`src/rtl/reorder_buffer_if.sv`:
```
// Rename/CDB/commit signal bundle for reorder_buffer.
// master = rename stage + CDB driver, slave = the reorder buffer itself.
interface reorder_buffer_if #(
  parameter int ROB_DEPTH = 8
);
  localparam int TW = $clog2(ROB_DEPTH);

  logic          dispatch_valid;
  logic [4:0]    dispatch_arch_dest;
  logic [4:0]    dispatch_phys_dest;
  logic [4:0]    dispatch_phys_old;
  logic          dispatch_ready;
  logic [TW-1:0] dispatch_tag;
  logic          cdb_valid;
  logic [TW-1:0] cdb_tag;
  logic          commit_valid;
  logic          commit_flag;
  logic [4:0]    commit_phys_reg;
  logic [4:0]    commit_arch_dest;
  logic [4:0]    commit_phys_dest;
  logic          empty;

  modport master (
    output dispatch_valid, dispatch_arch_dest, dispatch_phys_dest, dispatch_phys_old,
    output cdb_valid, cdb_tag,
    input  dispatch_ready, dispatch_tag,
    input  commit_valid, commit_flag, commit_phys_reg, commit_arch_dest, commit_phys_dest,
    input  empty
  );

  modport slave (
    input  dispatch_valid, dispatch_arch_dest, dispatch_phys_dest, dispatch_phys_old,
    input  cdb_valid, cdb_tag,
    output dispatch_ready, dispatch_tag,
    output commit_valid, commit_flag, commit_phys_reg, commit_arch_dest, commit_phys_dest,
    output empty
  );
endinterface

```
`src/rtl/reorder_buffer.sv`:
```
// In-order retirement buffer for renamed instructions, one dispatch and one retire per cycle.
// Optional macro ROB_CDB_BYPASS_EN: a completion on the head entry retires it at the same edge.
module reorder_buffer #(
  parameter int ROB_DEPTH = 8
) (
  input  logic             clk,
  input  logic             reset,
  reorder_buffer_if.slave  rob
);
  localparam int TW = $clog2(ROB_DEPTH);
  localparam logic [TW:0]   FULL    = (TW+1)'(ROB_DEPTH);
  localparam logic [TW:0]   CNT_ONE = (TW+1)'(1);
  localparam logic [TW-1:0] PTR_ONE = TW'(1);

  logic [TW-1:0]        head_q, tail_q;
  logic [TW:0]          count_q, count_d;
  logic [ROB_DEPTH-1:0] busy_q, done_q;
  logic [4:0]           arch_q [ROB_DEPTH];
  logic [4:0]           pdst_q [ROB_DEPTH];
  logic [4:0]           pold_q [ROB_DEPTH];

  logic                 cvalid_q, cflag_q;
  logic [4:0]           cphys_q, carch_q, cpdst_q;

  logic                 disp_fire, cdb_hit, retire;

  always_comb begin
    disp_fire = rob.dispatch_valid && (count_q != FULL);
    cdb_hit   = rob.cdb_valid && busy_q[rob.cdb_tag] && !done_q[rob.cdb_tag];
`ifdef ROB_CDB_BYPASS_EN
    retire    = busy_q[head_q] &&
                (done_q[head_q] || (cdb_hit && (rob.cdb_tag == head_q)));
`else
    retire    = busy_q[head_q] && done_q[head_q];
`endif
    count_d = count_q;
    if (disp_fire && !retire)      count_d = count_q + CNT_ONE;
    else if (!disp_fire && retire) count_d = count_q - CNT_ONE;
  end

  always_ff @(posedge clk) begin
    if (reset) begin
      head_q   <= '0;
      tail_q   <= '0;
      count_q  <= '0;
      busy_q   <= '0;
      done_q   <= '0;
      for (int unsigned i = 0; i < ROB_DEPTH; i++) begin
        arch_q[i] <= '0;
        pdst_q[i] <= '0;
        pold_q[i] <= '0;
      end
      cvalid_q <= 1'b0;
      cflag_q  <= 1'b0;
      cphys_q  <= '0;
      carch_q  <= '0;
      cpdst_q  <= '0;
    end else begin
      count_q <= count_d;
      if (cdb_hit) done_q[rob.cdb_tag] <= 1'b1;
      // Retire clear is ordered after the cdb set so a bypassed head entry ends up idle.
      if (retire) begin
        busy_q[head_q] <= 1'b0;
        done_q[head_q] <= 1'b0;
        head_q         <= head_q + PTR_ONE;
      end
      if (disp_fire) begin
        busy_q[tail_q] <= 1'b1;
        done_q[tail_q] <= 1'b0;
        arch_q[tail_q] <= rob.dispatch_arch_dest;
        pdst_q[tail_q] <= rob.dispatch_phys_dest;
        pold_q[tail_q] <= rob.dispatch_phys_old;
        tail_q         <= tail_q + PTR_ONE;
      end
      cvalid_q <= retire;
      cflag_q  <= retire && (arch_q[head_q] != 5'd0);
      cphys_q  <= retire ? pold_q[head_q] : 5'd0;
      carch_q  <= retire ? arch_q[head_q] : 5'd0;
      cpdst_q  <= retire ? pdst_q[head_q] : 5'd0;
    end
  end

  assign rob.dispatch_ready   = (count_q != FULL);
  assign rob.dispatch_tag     = tail_q;
  assign rob.empty            = (count_q == '0);
  assign rob.commit_valid     = cvalid_q;
  assign rob.commit_flag      = cflag_q;
  assign rob.commit_phys_reg  = cphys_q;
  assign rob.commit_arch_dest = carch_q;
  assign rob.commit_phys_dest = cpdst_q;
endmodule

```
`src/flat_wrapper.sv`:
```
// flat-port wrapper written by rule: the top's interface ports become plain ports
module reorder_buffer_flat 
#(
  parameter int ROB_DEPTH = 8
)
  (clk, reset, rob_dispatch_valid, rob_dispatch_arch_dest, rob_dispatch_phys_dest, rob_dispatch_phys_old, rob_cdb_valid, rob_cdb_tag, rob_dispatch_ready, rob_dispatch_tag, rob_commit_valid, rob_commit_flag, rob_commit_phys_reg, rob_commit_arch_dest, rob_commit_phys_dest, rob_empty);
  reorder_buffer_if #(.ROB_DEPTH(ROB_DEPTH)) rob_i ();
  input  logic clk;
  input  logic reset;
  input wire logic [$bits(rob_i.dispatch_valid)-1:0] rob_dispatch_valid;
  input wire logic [$bits(rob_i.dispatch_arch_dest)-1:0] rob_dispatch_arch_dest;
  input wire logic [$bits(rob_i.dispatch_phys_dest)-1:0] rob_dispatch_phys_dest;
  input wire logic [$bits(rob_i.dispatch_phys_old)-1:0] rob_dispatch_phys_old;
  input wire logic [$bits(rob_i.cdb_valid)-1:0] rob_cdb_valid;
  input wire logic [$bits(rob_i.cdb_tag)-1:0] rob_cdb_tag;
  output wire logic [$bits(rob_i.dispatch_ready)-1:0] rob_dispatch_ready;
  output wire logic [$bits(rob_i.dispatch_tag)-1:0] rob_dispatch_tag;
  output wire logic [$bits(rob_i.commit_valid)-1:0] rob_commit_valid;
  output wire logic [$bits(rob_i.commit_flag)-1:0] rob_commit_flag;
  output wire logic [$bits(rob_i.commit_phys_reg)-1:0] rob_commit_phys_reg;
  output wire logic [$bits(rob_i.commit_arch_dest)-1:0] rob_commit_arch_dest;
  output wire logic [$bits(rob_i.commit_phys_dest)-1:0] rob_commit_phys_dest;
  output wire logic [$bits(rob_i.empty)-1:0] rob_empty;
  assign rob_i.dispatch_valid = rob_dispatch_valid;
  assign rob_i.dispatch_arch_dest = rob_dispatch_arch_dest;
  assign rob_i.dispatch_phys_dest = rob_dispatch_phys_dest;
  assign rob_i.dispatch_phys_old = rob_dispatch_phys_old;
  assign rob_i.cdb_valid = rob_cdb_valid;
  assign rob_i.cdb_tag = rob_cdb_tag;
  assign rob_dispatch_ready = rob_i.dispatch_ready;
  assign rob_dispatch_tag = rob_i.dispatch_tag;
  assign rob_commit_valid = rob_i.commit_valid;
  assign rob_commit_flag = rob_i.commit_flag;
  assign rob_commit_phys_reg = rob_i.commit_phys_reg;
  assign rob_commit_arch_dest = rob_i.commit_arch_dest;
  assign rob_commit_phys_dest = rob_i.commit_phys_dest;
  assign rob_empty = rob_i.empty;
  reorder_buffer #(.ROB_DEPTH(ROB_DEPTH)) u_core (.clk(clk), .reset(reset), .rob(rob_i));
endmodule
```
`config.mk`:
```
export PLATFORM = sky130hd
export DESIGN_NAME = reorder_buffer_flat
export DESIGN_NICKNAME = d
export VERILOG_FILES = /design/src/rtl/reorder_buffer_if.sv /design/src/rtl/reorder_buffer.sv /design/src/flat_wrapper.sv
export SDC_FILE = /design/constraint.sdc
export NUM_CORES = 1
export LEC_CHECK = 0
export ABC_AREA = 1
export BUFFER_PORTS_ARGS = -buffer_cell sky130_fd_sc_hd__buf_2
export CAP_MARGIN = 10
export CORE_UTILIZATION = 42
export DETAILED_ROUTE_END_ITERATION = 10
export GPL_TIMING_DRIVEN = 0
export MAX_ROUTING_LAYER = met4
export PLACE_DENSITY = 0.59
export SKIP_LAST_GASP = 1
export SLEW_MARGIN = 5
export SYNTH_ARGS = -nofsm -noshare
export SYNTH_HDL_FRONTEND = slang
export SYNTH_SLANG_ARGS = --single-unit
```
`constraint.sdc`:
```
create_clock -name clk -period 3.05 [get_ports clk]
set_input_delay 0.4575 -clock clk [delete_from_list [all_inputs] [get_ports clk]]
set_output_delay 0.4575 -clock clk [all_outputs]
set_load 0.02 [all_outputs]
```
==> summary.md <==
| Metric | Value |
|---|---|
| Starting density of the core | `0.4293` |
| Post-synth top area share | `0.4853` |
| Layout cells sized above 1 | `0.1234` |
| DP Worst Slack | `0.4687 ns` |
| Global-route wire length before repair | `31,030 um` |
| Post-CTS Setup Bufs | `0` |
| Max clock buf depth | `2` |
| Share of synthesized registers carrying an async set or reset | `0` |
| Worst hold path class | `input port to flop` |
| CP Launch Type | `flop` |
| Post-synthesis sequential area ratio | `0.6094` |
| Status | `complete, no violations` |
| Finished Cell Area | `0.008478 mm2` |
| Critical path origin | `u_core.head_q[0]` |
| Crit end category | `flop` |
| Switching power share of the total | `0.2523` |
| Netlist Area Pre-Place | `0.007425 mm2` |
| Largest registers | `u_core.arch_q (40), u_core.pdst_q (40), u_core.pold_q (40)` |
| Synthesized area per cell | `9.166 um2` |
| Cell taking the most area after synthesis | `edfxtp_1` |
| Worst Tran Pin Value | `0.9214 ns` |
| Worst-path maximum fanout | `10` |
| Maximum vdd drop | `374.5 uV` |
| Io pins | `44` |
| Tcrit/Tclk final | `0.8623` |
| Horiz. Die Dim | `135.0 um` |
| ANT nets after route | `0` |
| Sequential power share | `0.510` |
| Remaining global-route overflow | `0` |
| Critical Path RT | `3.41 ns` |
| Top-count cell post-synth | `nor2_1` |
| List of most frequent post-synthesis cells | `247 x nor2_1, 120 x edfxtp_1, 87 x nand2_1` |
| Final net count | `898` |
| Clock Latency Late Sink | `0.43 ns` |
| Hold Vio Cnt, Final | `0` |
| 1st-pass router iterations | `7` |
| Yosys warning total | `0` |
| Total GRT Usage | `0.2439` |
| Post-Synthesis Cells | `810` |
| FF+latch area | `0.004524 mm2` |
| Pwr/cell area | `595.1 mW/mm2` |
| Post-DR vias/cell | `5.219` |
| Synth top area cells | `edfxtp_1 49%, nor2_1 12%, dfxtp_1 12%` |
| Ant diodes | `0` |
| Vias in the first global route | `5,553` |
| Type of the worst setup path | `flop to flop` |
| Slew Viols, Final | `0` |
| Die Height | `135.0 um` |
| Hold path start | `rob_dispatch_valid` |
| Pint | `3.772 mW` |
| Comb power frac | `0.073` |
| DR DRC count | `0` |
| # Max-Cap Violations | `0` |
| Initial antenna violation count | `0` |
| Total chip power | `5.045 mW` |
| Clock root buffer | `clkbuf_16` |
| Fillers | `1,679` |
| Post-route minimum period | `2.630 ns` |
| Setup TNS | `0 ns` |
| TritonCTS clock tree | `yes` |
| Slew Limit Headroom | `0.3850` |
| Post-DP HPWL | `13,020 um` |
| Via count | `5,783` |
| Syn Nets | `838` |
| Area occupied by multi-input gates | `0.002396 mm2` |
| Post-synth EDFFs | `120` |
| Worst Path Arrival | `2.99 ns` |
| Routed wire length | `20,250 um` |
| Area delta synth->final | `14.19%` |
| Most used DFF post-synth | `edfxtp_1` |
| Layout Skew | `0.008829 ns` |
| Max Clk Rate | `380.2 MHz` |
| Final core utilization | `0.4902` |
| WL/cell | `18.28 um` |
| Core ar. | `0.01730 mm2` |
| Largest net degree at the start of global routing | `17` |
| Setup ws final | `0.4200 ns` |
| Switching pwr | `1.273 mW` |
| RSZ-0062 raised after global routing | `no` |
| H-tree levels | `4` |
| Hold buffers post-CTS | `0` |
| Leak Pwr | `3.552 nW` |
| Final GP Congestion | `0.8607` |
| # clock sinks | `166` |
| DIE AREA | `0.01821 mm2` |
| Num CTS Buffers | `17` |
| # port buffers | `41` |
| Unique masters post-synth | `30` |
| Final setup viols | `0` |
| Placed cell areas | `0.007911 mm2` |
| Synthesized flop and latch total | `166` |
| Clk pin slew, worst setup/hold paths | `0.07 ns` |
| Clock power frac | `0.416` |
| Row cnt | `48` |
| Post-CTS resize count | `0` |
| R2r setup slk | `0.42 ns` |
| 1st-iter DRT viols | `576` |
| R2r startpoint | `u_core.head_q[0]` |
==> through the flow <==
stage               cells  hold WS, ns
global route         1108       0.3502
detailed placement   1076       0.4662
floorplan             810       0.4351
CTS                  1108       0.3161
global placement     1076       0.4639
finish               1108       0.3362
==> cell families after synthesis <==
logic type | count (synthesis) | synth area share
XOR/XNOR | 5 | 0.005898
buffers and inverters | 118 | 0.06791
AO/OA/AOI/OAI | 91 | 0.06741
flip-flops | 166 | 0.6094
adder cells (fa/ha/maj) | 6 | 0.01112
AND/OR/NAND/NOR | 424 | 0.2383
==> per-layer routing <==
| layer | part of all wire | vias up | GRT usage |
|---|---|---|---|
| li1 | - | 2800 | - |
| met1 | 0.43 | 2730 | 0.3052 |
| met2 | 0.48 | 224 | 0.3943 |
| met3 | 0.066 | 29 | 0.04392 |
| met4 | 0.022 | 0 | 0.09238 |
| met5 | 0 | - | - |
==> final timing paths <==
path / to / cells after the start
worst max register to register: u_core.count_q[3] / 17
worst max-delay path: u_core.count_q[3] / 17
worst min register to register: u_core.done_q[6] / 2
worst min-delay path: u_core.rob.dispatch_tag[1] / 3
==> power by group through the flow <==
stage	Clock (mW)	Combinational [mW]	Sequential [mW]
6_report	2.10	0.370	2.57
3_3_place_gp	0	0.363	2.62
3_5_place_dp	0	0.367	2.62
2_1_floorplan	0	0.247	2.61
4_1_cts	2.11	0.369	2.57
5_1_grt	2.20	0.416	2.59
==> worst max-delay path: stages, from the launching register on <==
cell and delay, ns:
dfxtp_1 0.33, buf_2 0.19, buf_2 0.28, nand2_1 0.09, nand3_1 0.08, nand2_1 0.05
inv_1 0.09, nand2_4 0.10, nand2_4 0.13, ha_1 0.21, inv_1 0.10, ha_1 0.28
nand2_1 0.06, nand2_1 0.05, a21oi_1 0.16, xor2_1 0.16, nand2_1 0.07, a21oi_1 0.11
==> cell type report <==
type	instances	share of cell area
inverter	82	0.03660
buffer	36	0.02287
sequential	166	0.5336
tap	225	0.03321
multi-input combinational	526	0.2826
clock buffer	17	0.05018
timing repair buffer	41	0.02420
clock inverter	15	0.01668
==> placed cells by master, fill, tap and decap left out, types with 3 or more instances in the layout <==
master,instances
nand2_4,4
o22ai_1,11
edfxtp_1,120
inv_6,7
buf_2,52
buf_4,8
nand3_1,40
nor2_1,247
inv_1,77
a21oi_1,17
o211ai_1,6
clkbuf_16,17
nor3_1,20
nand2_1,87
a31oi_1,5
nand4_1,19
nor2_2,3
ha_1,5
clkbuf_1,15
clkinv_4,3
o21ai_0,49
xor2_1,5
dfxtp_1,46
inv_2,3
Note: power is estimated with default switching activity, not from simulation.
